[config.mk]
export PLATFORM = sky130hd
export DESIGN_NAME = rank_edge_accum
export DESIGN_NICKNAME = d
export VERILOG_FILES = /design/src/rtl/rank_edge_accum.sv
export SDC_FILE = /design/constraint.sdc
export NUM_CORES = 2
export LEC_CHECK = 0
export CAP_MARGIN = 25
export CELL_PAD_IN_SITES_DETAIL_PLACEMENT = 1
export CELL_PAD_IN_SITES_GLOBAL_PLACEMENT = 1
export CORE_ASPECT_RATIO = 1.25
export CORE_MARGIN = 2
export CORE_UTILIZATION = 45
export DETAILED_ROUTE_END_ITERATION = 16
export PLACE_DENSITY = 0.83
export SETUP_SLACK_MARGIN = 0.3
export SYNTH_ARGS = -nofsm -noshare
export SYNTH_HDL_FRONTEND = slang
export SYNTH_SLANG_ARGS = --single-unit
[constraint.sdc]
create_clock -name clk -period 23.3 [get_ports clk]
set_clock_uncertainty 0.15 [all_clocks]
set_input_delay 4.66 -clock clk [delete_from_list [all_inputs] [get_ports clk]]
set_output_delay 4.66 -clock clk [all_outputs]
set_load 0.02 [all_outputs]
[src/rtl/rank_edge_accum.sv]
// rank_edge_accum: one PageRank iteration around the rank register file.
// Accepts an edge stream (src, dst), reads the contribution of src from the
// register file, accumulates it into a per-node accumulator, then sweeps all
// nodes writing new_rank = BASE + DAMP*acc back into the register file.
//
// Ports:
//   clk, reset             clock, asynchronous active-high reset
//   start                  one-cycle pulse, begins an iteration when idle
//   edge_valid/edge_ready  edge handshake; edge_src/edge_dst/edge_last payload
//   rf_rd_en/rf_rd_addr    register file read request (data returns next cycle)
//   rf_rd_data             register file read data
//   rf_wr_en/rf_wr_addr/rf_wr_data  register file write port
//   busy                   high from start acceptance until done
//   done                   one-cycle pulse when write-back completes
//   addr_err               sticky out-of-range edge flag, cleared on start
module rank_edge_accum #(
  parameter int unsigned WIDTH    = 21,
  parameter int unsigned ADDWIDTH = 5,
  parameter int unsigned N_NODES  = 32,
  parameter int unsigned FRAC     = 20,
  parameter int unsigned DAMP     = 891290,
  parameter int unsigned BASE     = 4915
) (
  input  logic                clk,
  input  logic                reset,
  input  logic                start,
  input  logic                edge_valid,
  output logic                edge_ready,
  input  logic [ADDWIDTH-1:0] edge_src,
  input  logic [ADDWIDTH-1:0] edge_dst,
  input  logic                edge_last,
  output logic                rf_rd_en,
  output logic [ADDWIDTH-1:0] rf_rd_addr,
  input  logic [WIDTH-1:0]    rf_rd_data,
  output logic                rf_wr_en,
  output logic [ADDWIDTH-1:0] rf_wr_addr,
  output logic [WIDTH-1:0]    rf_wr_data,
  output logic                busy,
  output logic                done,
  output logic                addr_err
);

  localparam int unsigned PW = WIDTH + FRAC + 1;
  localparam int unsigned SW = WIDTH + 2;

  localparam logic [2:0] S_IDLE  = 3'd0;
  localparam logic [2:0] S_EDGE  = 3'd1;
  localparam logic [2:0] S_DRAIN = 3'd2;
  localparam logic [2:0] S_FLUSH = 3'd3;
  localparam logic [2:0] S_DONE  = 3'd4;

  localparam logic [ADDWIDTH-1:0] LAST_IDX = ADDWIDTH'(N_NODES - 1);
  localparam logic [ADDWIDTH:0]   NODES_W  = (ADDWIDTH + 1)'(N_NODES);
  localparam logic [WIDTH-1:0]    ACC_MAX  = '1;

  logic [2:0]          r_state;
  logic [2:0]          w_state_next;

  logic                r_edge_ready;
  logic                r_rd_en;
  logic [ADDWIDTH-1:0] r_rd_addr;
  logic                r_wr_en;
  logic [ADDWIDTH-1:0] r_wr_addr;
  logic [WIDTH-1:0]    r_wr_data;
  logic                r_busy;
  logic                r_done;
  logic                r_addr_err;

  logic                w_edge_ready_next;
  logic                w_rd_en_next;
  logic                w_wr_en_next;
  logic                w_busy_next;
  logic                w_done_next;

  logic                r_drain_cnt;
  logic [ADDWIDTH-1:0] r_idx;

  // Destination pipeline: stage 1 while the register file samples, stage 2
  // while its data is on rf_rd_data.
  logic                r_p1_valid;
  logic [ADDWIDTH-1:0] r_p1_dst;
  logic                r_p2_valid;
  logic [ADDWIDTH-1:0] r_p2_dst;

  logic [WIDTH-1:0]    r_acc [N_NODES];

  logic                w_hs;
  logic                w_in_range;
  logic                w_start_ok;
  logic [WIDTH-1:0]    w_add_acc;
  logic [WIDTH-1:0]    w_flush_acc;
  logic [WIDTH:0]      w_add_wide;
  logic [WIDTH-1:0]    w_add_sum;
  logic [PW-1:0]       w_prod;
  logic [SW-1:0]       w_wb_sum;
  logic [WIDTH-1:0]    w_wb_data;

  assign w_hs       = edge_valid & r_edge_ready;
  assign w_in_range = ({1'b0, edge_src} < NODES_W) && ({1'b0, edge_dst} < NODES_W);
  assign w_start_ok = start && (r_state == S_IDLE);

  // Combinational accumulator reads for the add port and the flush port.
  always_comb begin
    w_add_acc   = '0;
    w_flush_acc = '0;
    for (int unsigned n = 0; n < N_NODES; n++) begin
      if (r_p2_dst == ADDWIDTH'(n)) w_add_acc = r_acc[n];
      if (r_idx == ADDWIDTH'(n))    w_flush_acc = r_acc[n];
    end
  end

  // Saturating accumulate.
  assign w_add_wide = {1'b0, w_add_acc} + {1'b0, rf_rd_data};
  assign w_add_sum  = w_add_wide[WIDTH] ? ACC_MAX : w_add_wide[WIDTH-1:0];

  // Write-back value: full-width product, truncated by FRAC, plus BASE, saturated.
  assign w_prod    = PW'(DAMP) * PW'(w_flush_acc);
  assign w_wb_sum  = SW'(BASE) + SW'(w_prod >> FRAC);
  assign w_wb_data = (w_wb_sum > SW'(ACC_MAX)) ? ACC_MAX : w_wb_sum[WIDTH-1:0];

  // State register.
  always_ff @(posedge clk or posedge reset) begin
    if (reset) begin
      r_state <= S_IDLE;
    end else begin
      r_state <= w_state_next;
    end
  end

  // Next state and next values of the registered control outputs.
  always_comb begin
    w_state_next = r_state;
    w_rd_en_next = 1'b0;
    w_wr_en_next = 1'b0;
    w_done_next  = 1'b0;
    case (r_state)
      S_IDLE: begin
        if (start) w_state_next = S_EDGE;
      end
      S_EDGE: begin
        w_rd_en_next = w_hs & w_in_range;
        if (w_hs && edge_last) w_state_next = S_DRAIN;
      end
      S_DRAIN: begin
        if (r_drain_cnt) w_state_next = S_FLUSH;
      end
      S_FLUSH: begin
        w_wr_en_next = 1'b1;
        if (r_idx == LAST_IDX) w_state_next = S_DONE;
      end
      S_DONE: begin
        w_done_next  = 1'b1;
        w_state_next = S_IDLE;
      end
      default: begin
        w_state_next = S_IDLE;
      end
    endcase
    w_edge_ready_next = (w_state_next == S_EDGE);
    // busy stays high through the done pulse and falls the cycle after.
    w_busy_next = (w_state_next != S_IDLE) || (r_state == S_DONE);
  end

  // Registered control outputs.
  always_ff @(posedge clk or posedge reset) begin
    if (reset) begin
      r_edge_ready <= 1'b0;
      r_rd_en      <= 1'b0;
      r_wr_en      <= 1'b0;
      r_busy       <= 1'b0;
      r_done       <= 1'b0;
    end else begin
      r_edge_ready <= w_edge_ready_next;
      r_rd_en      <= w_rd_en_next;
      r_wr_en      <= w_wr_en_next;
      r_busy       <= w_busy_next;
      r_done       <= w_done_next;
    end
  end

  // Edge pipeline, read address, error flag and sweep counters.
  always_ff @(posedge clk or posedge reset) begin
    if (reset) begin
      r_p1_valid  <= 1'b0;
      r_p1_dst    <= '0;
      r_p2_valid  <= 1'b0;
      r_p2_dst    <= '0;
      r_rd_addr   <= '0;
      r_addr_err  <= 1'b0;
      r_drain_cnt <= 1'b0;
      r_idx       <= '0;
      r_wr_addr   <= '0;
      r_wr_data   <= '0;
    end else begin
      r_p2_valid <= r_p1_valid;
      r_p2_dst   <= r_p1_dst;
      r_p1_valid <= w_hs & w_in_range;
      if (w_hs) r_p1_dst <= edge_dst;
      if (w_hs && w_in_range) r_rd_addr <= edge_src;

      if (w_start_ok) begin
        r_addr_err <= 1'b0;
        r_p1_valid <= 1'b0;
        r_p2_valid <= 1'b0;
      end else if (w_hs && !w_in_range) begin
        r_addr_err <= 1'b1;
      end

      if (r_state == S_DRAIN) r_drain_cnt <= ~r_drain_cnt;
      else                    r_drain_cnt <= 1'b0;

      if (r_state == S_FLUSH) begin
        r_idx     <= r_idx + ADDWIDTH'(1);
        r_wr_addr <= r_idx;
        r_wr_data <= w_wb_data;
      end else begin
        r_idx <= '0;
      end
    end
  end

  // Accumulators: cleared on start, added from stage 2, cleared as flushed.
  always_ff @(posedge clk or posedge reset) begin
    if (reset) begin
      for (int unsigned n = 0; n < N_NODES; n++) r_acc[n] <= '0;
    end else begin
      for (int unsigned n = 0; n < N_NODES; n++) begin
        if (w_start_ok) begin
          r_acc[n] <= '0;
        end else if (r_p2_valid && (r_p2_dst == ADDWIDTH'(n))) begin
          r_acc[n] <= w_add_sum;
        end else if ((r_state == S_FLUSH) && (r_idx == ADDWIDTH'(n))) begin
          r_acc[n] <= '0;
        end
      end
    end
  end

  assign edge_ready = r_edge_ready;
  assign rf_rd_en   = r_rd_en;
  assign rf_rd_addr = r_rd_addr;
  assign rf_wr_en   = r_wr_en;
  assign rf_wr_addr = r_wr_addr;
  assign rf_wr_data = r_wr_data;
  assign busy       = r_busy;
  assign done       = r_done;
  assign addr_err   = r_addr_err;

endmodule
# Yosys cells after proc, flatten, opt, wreduce, memory -nomap -nowiden
# Cells that the tools add are included.
# classes
mul	1
add_sub_neg	3
n_bitwise	2
n_mux	174
order_cmp	1
n_reduce_logical	103
n_eq_ne	67
# op_table
cell	n
21-bit two-way mux	162
5-bit == test (second input constant)	32
3-bit nonzero test	33
5-bit by 4-bit == test with 1-bit output (second input constant)	16
1-bit logical AND	66
5-bit by 3-bit == test with 1-bit output (second input constant)	8
19-bit by 21-bit multiplier with 40-bit output (first input constant)	1
13-bit by 21-bit adder with 22-bit output (first input constant)	1
21-bit by 21-bit adder with 22-bit output	1
22-bit by 21-bit > comparator with 1-bit output (second input constant)	1
5-bit by 2-bit == test with 1-bit output (second input constant)	4
3-bit two-way mux	4
3-bit one-hot mux with 4 select lines	1
5-bit by 1-bit == test with 1-bit output (second input constant)	2
5-bit zero test	2
3-bit by 1-bit == test with 1-bit output (second input constant)	2
3-bit by 2-bit == test with 1-bit output (second input constant)	2
1-bit two-way mux	6
5-bit by 1-bit adder with 5-bit output (second input constant)	1
5-bit two-way mux	1
3-bit == test (second input constant)	1
3-bit zero test	1
1-bit AND	1
1-bit logical OR	1
1-bit inverter	1
# word_totals
output_inout_bits	37
inputBits	36
ff_bits	729
elab_cells	398

# Longest topological paths before layout
# depth
depth_word	37
depth_mapped	48

# Worst setup path after synthesis
# OpenSTA, ideal clock, no wires.
# synth_timing
path_type	flip-flop to flip-flop
from	reg r_idx[0]
to	reg r_wr_data[12] (netlist: rf_wr_data[12])
path_buffers	5
path_slack_ns	13.104
t_arrival_ns	9.971
stages_incl_launch_ff	47
required_time_ns	23.075
setup_ns	0.075
path_cell_list	dfrtp_1 -> inv_1 -> ha_1 -> buf_2 -> clkbuf_1 -> clkbuf_1 -> nand2b_1 -> nor2_1 -> buf_2 -> a22oi_1 -> o211ai_1 -> o211ai_1 -> a21o_1 -> a211oi_1 -> a211oi_1 -> o31a_1 -> o21ai_0 -> a21oi_1 -> [11 not listed] -> fa_1 -> inv_1 -> ha_1 -> inv_1 -> or3_1 -> nor2_1 -> and3_1 -> a221oi_1 -> nand3_1 -> a211oi_1 -> a21boi_1 -> nor4_4 -> nand4_2 -> nor3_2 -> nor2b_4 -> nor2_4 -> buf_12 -> a21oi_4
# synth_between
elab_chain_cells	37
# synth_rtl
element	line_no	text
start: declaration	76	logic [ADDWIDTH-1:0] r_idx;
start signal: assignment	213	r_idx <= r_idx + ADDWIDTH'(1);
5-bit zero test	108	if (r_idx == ADDWIDTH'(n)) w_flush_acc = r_acc[n];
21-bit two-way mux (31 in series)	108	
21-bit two-way mux *	108	
19-bit by 21-bit multiplier with 40-bit output *	117	assign w_prod = PW'(DAMP) * PW'(w_flush_acc);
13-bit by 21-bit adder with 22-bit output *	118	assign w_wb_sum = SW'(BASE) + SW'(w_prod >> FRAC);
22-bit by 21-bit > comparator with 1-bit output	119	assign w_wb_data = (w_wb_sum > SW'(ACC_MAX)) ? ACC_MAX : w_wb_sum[WIDTH-1:0];
21-bit two-way mux *	119	
end signal: assignment	215	r_wr_data <= w_wb_data;
end: declaration	64	logic [WIDTH-1:0] r_wr_data;
# Every way passes the cells marked *; elsewhere a longest branch is shown, timed or not.
# A chain may end at the register's enable or synchronous reset.

# Worst setup path after layout
# layout_timing
from	reg r_idx[0]
to	reg r_wr_data[1] (netlist: rf_wr_data[1])
# Same word-level chain as after synthesis.

==> metrics.txt <==
share of the yosys chip area belonging to registers 40.3%; Total Routed Length 219 mm; Via density 7.12; EDFF count, synth 0; Setup crit start r_idx[0]; Max Fclk 0.0735 GHz; multi-input logic area 25000 sq um; Syn. warnings 0; CP Capture Type flop; Slew @ Worst Pin 1250 ps; Worst Path Arrival 14000 ps; slew margin rel. 16.6%; clock-pin slew on the worst setup and hold paths 70 ps; routed vias 45800; Worst Setup Path Type flop to flop; Clock Tree Root clkbuf_16; register area 18200 sq um; fillers 11400; cts bufs inserted 80; first-pass GRT wire length 320 mm; Row Count 130; Max-Cap Viols 0; most common cell in the netlist nand2_1; Synth area leaders dfrtp_1 40%, o21ai_0 8.5%, nand2_1 7.4%; Final ANT Viol Nets 0; DR WL/cell 34.0 microns; Synth Cell Area 45300 sq um; pre-CTS setup slack 10230 ps; status finished clean; Synth top area share 40.3%; CP most frequent cell inv_1; Residual DRC 0; Most used DFF post-synth dfrtp_1; FF+latch count, synth 729; TritonCTS Sinks 729; I/O Pins 73; Worst Path Required 23700 ps; layout cells sized above 1 8.96%; largest area contributor in the netlist dfrtp_1; Worst Hold Class flop to flop; Total Nets Final 5395; GRT met2 Usage 66.5%; Overall Global Routing Usage 42.3%; largest net degree at the start of global routing 170; initial core utilization 45.2%; vias in the first global route 47700; die height 359 microns; CTS tree yes; critical path's slowest cell a211oi_1; Non-Filler Instances 6435; fin. max-slew vios 0; Final period util 58.4%; fin crit period 13600 ps; post-CTS sizing 0; antenna violations before repair 11; chip width 288 microns; busiest layer in global routing met2; syn avg cell area 8.84 sq um; Port Buf Inserts 71; post-CTS setup buffers 0; DRT iter0 DRCs 6314; Reg-to-Reg Start r_idx[0]; met1 Use GR 46.3%; Max Root-Sink Buffers 3; Placer Congestion 0.990; GR Layer Usage met3 12.7%; hold wc startpoint r_p1_dst[3]; Synth Instances 5118; unique cell type count in the Yosys netlist 100; DP Wirelength 150 mm; CTS hold repair buffers 0; Core ar. 100000 sq um; Post-synth top cells 891 x nand2_1, 770 x o21ai_0, 729 x dfrtp_1; fin worst setup slack 9700 ps; remaining global-route overflow 0; Final Util 50.8%; drt pass-1 iters 9; # setup viols final 0; area grow syn2layout 12.3%; Final TNS setup 0 ps; CTS H-tree depth 3; syn_nets 5466; Final Hold Fails 0; die area 103000 sq um; RSZ-0062 raised after global routing no; peak fanout along the critical path 36; crit start category flop; dpl cells 6277; Worst path max stage delay 730 ps; Async S/R FF share, synth 100%; worst-skew pair later-pin latency 710 ps
==> placed cells by master, fill, tap and decap left out, types with 15 or more instances in the layout <==
cell               n
clkdlybuf4s50_1   71
o22ai_1           69
xor2_1            19
nor3_1            37
a21oi_1          188
a222oi_1          15
and2_1            18
nand3_1           52
nand4_1           50
a22oi_1          175
clkbuf_8          17
nor2b_1           15
ha_1             162
o21ai_0          770
o221ai_1          22
dfrtp_1          728
a31oi_1           30
fa_1             148
o211ai_1          62
nor2_2            46
a211oi_1          44
a221oi_1         126
o21a_1            17
nand2_1          891
a221o_1           29
a22o_1            61
a21o_1            37
a221oi_2          25
a32o_1            62
nor2_1           216
and3_1            24
nand2b_1          26
inv_1            263
xnor2_1           32
buf_4            156
clkbuf_16         83
==> layout make-up <==
type	count	area share [%]
multi-input combinational	3729	49.1
sequential	729	35.9
clock buffer	114	4.65
timing repair buffer	239	4.19
tap	1320	3.25
inverter	268	1.99
clock inverter	31	0.906
antenna	5	0.0246
==> worst paths after layout <==
kind	to	slack, ps	depth (start not counted)
max	rf_wr_data[1]	9700	43
min	r_p2_dst[3]	210	0
max reg2reg	rf_wr_data[1]	9700	43
min reg2reg	r_p2_dst[3]	210	0
max in group asynchronous	r_acc[525]	15820	5
min in group asynchronous	r_acc[11]	4220	2
==> logic make-up after synthesis <==
kind of cell             count (synthesis)  share of synthesized area, %
buffers and inverters                  660                          5.61
adder cells (fa/ha/maj)                312                          11.1
XOR/XNOR                                52                          1.02
flip-flops                             729                          40.3
AND/OR/NAND/NOR                       1475                          14.1
AO/OA/AOI/OAI                         1870                          27.4
multiplexers                            19                         0.481
other                                    1                       0.00829
==> metrics by stage <==
step           hold slack, ps  cell area (sq um)
5_1_grt                   229              50800
3_3_place_gp              205              47800
3_5_place_dp              205              47900
6_report                  211              50800
2_1_floorplan             199              45300
4_1_cts                   212              50700
==> routing by layer <==
| metal | wire length [microns] | vias to the layer above |
|---|---|---|
| li1 | - | 18300 |
| met1 | 72100 | 22600 |
| met2 | 98800 | 3465 |
| met3 | 24300 | 1403 |
| met4 | 23600 | 14 |
| met5 | 91 | - |
==> sequential cells by signal, indices dropped and copies added, names as in the netlist, 3 cells and up <==
register	cells
r_idx	5
r_p2_dst	5
rf_wr_addr	5
r_acc	672
rf_rd_addr	5
r_state	3
r_p1_dst	5
rf_wr_data	21
==> worst max-delay path: cells and delay by family, from the launching register on <==
kind	cells	cell delay, ps
buf+inv	8	1430
flops	1	430
simple gates	11	2780
compound gates	16	5290
fa+ha+maj	8	3330
Power is left out: the tool's default activity adds up to more than one toggle a clock period on the data nets, which glitch-free logic cannot reach.
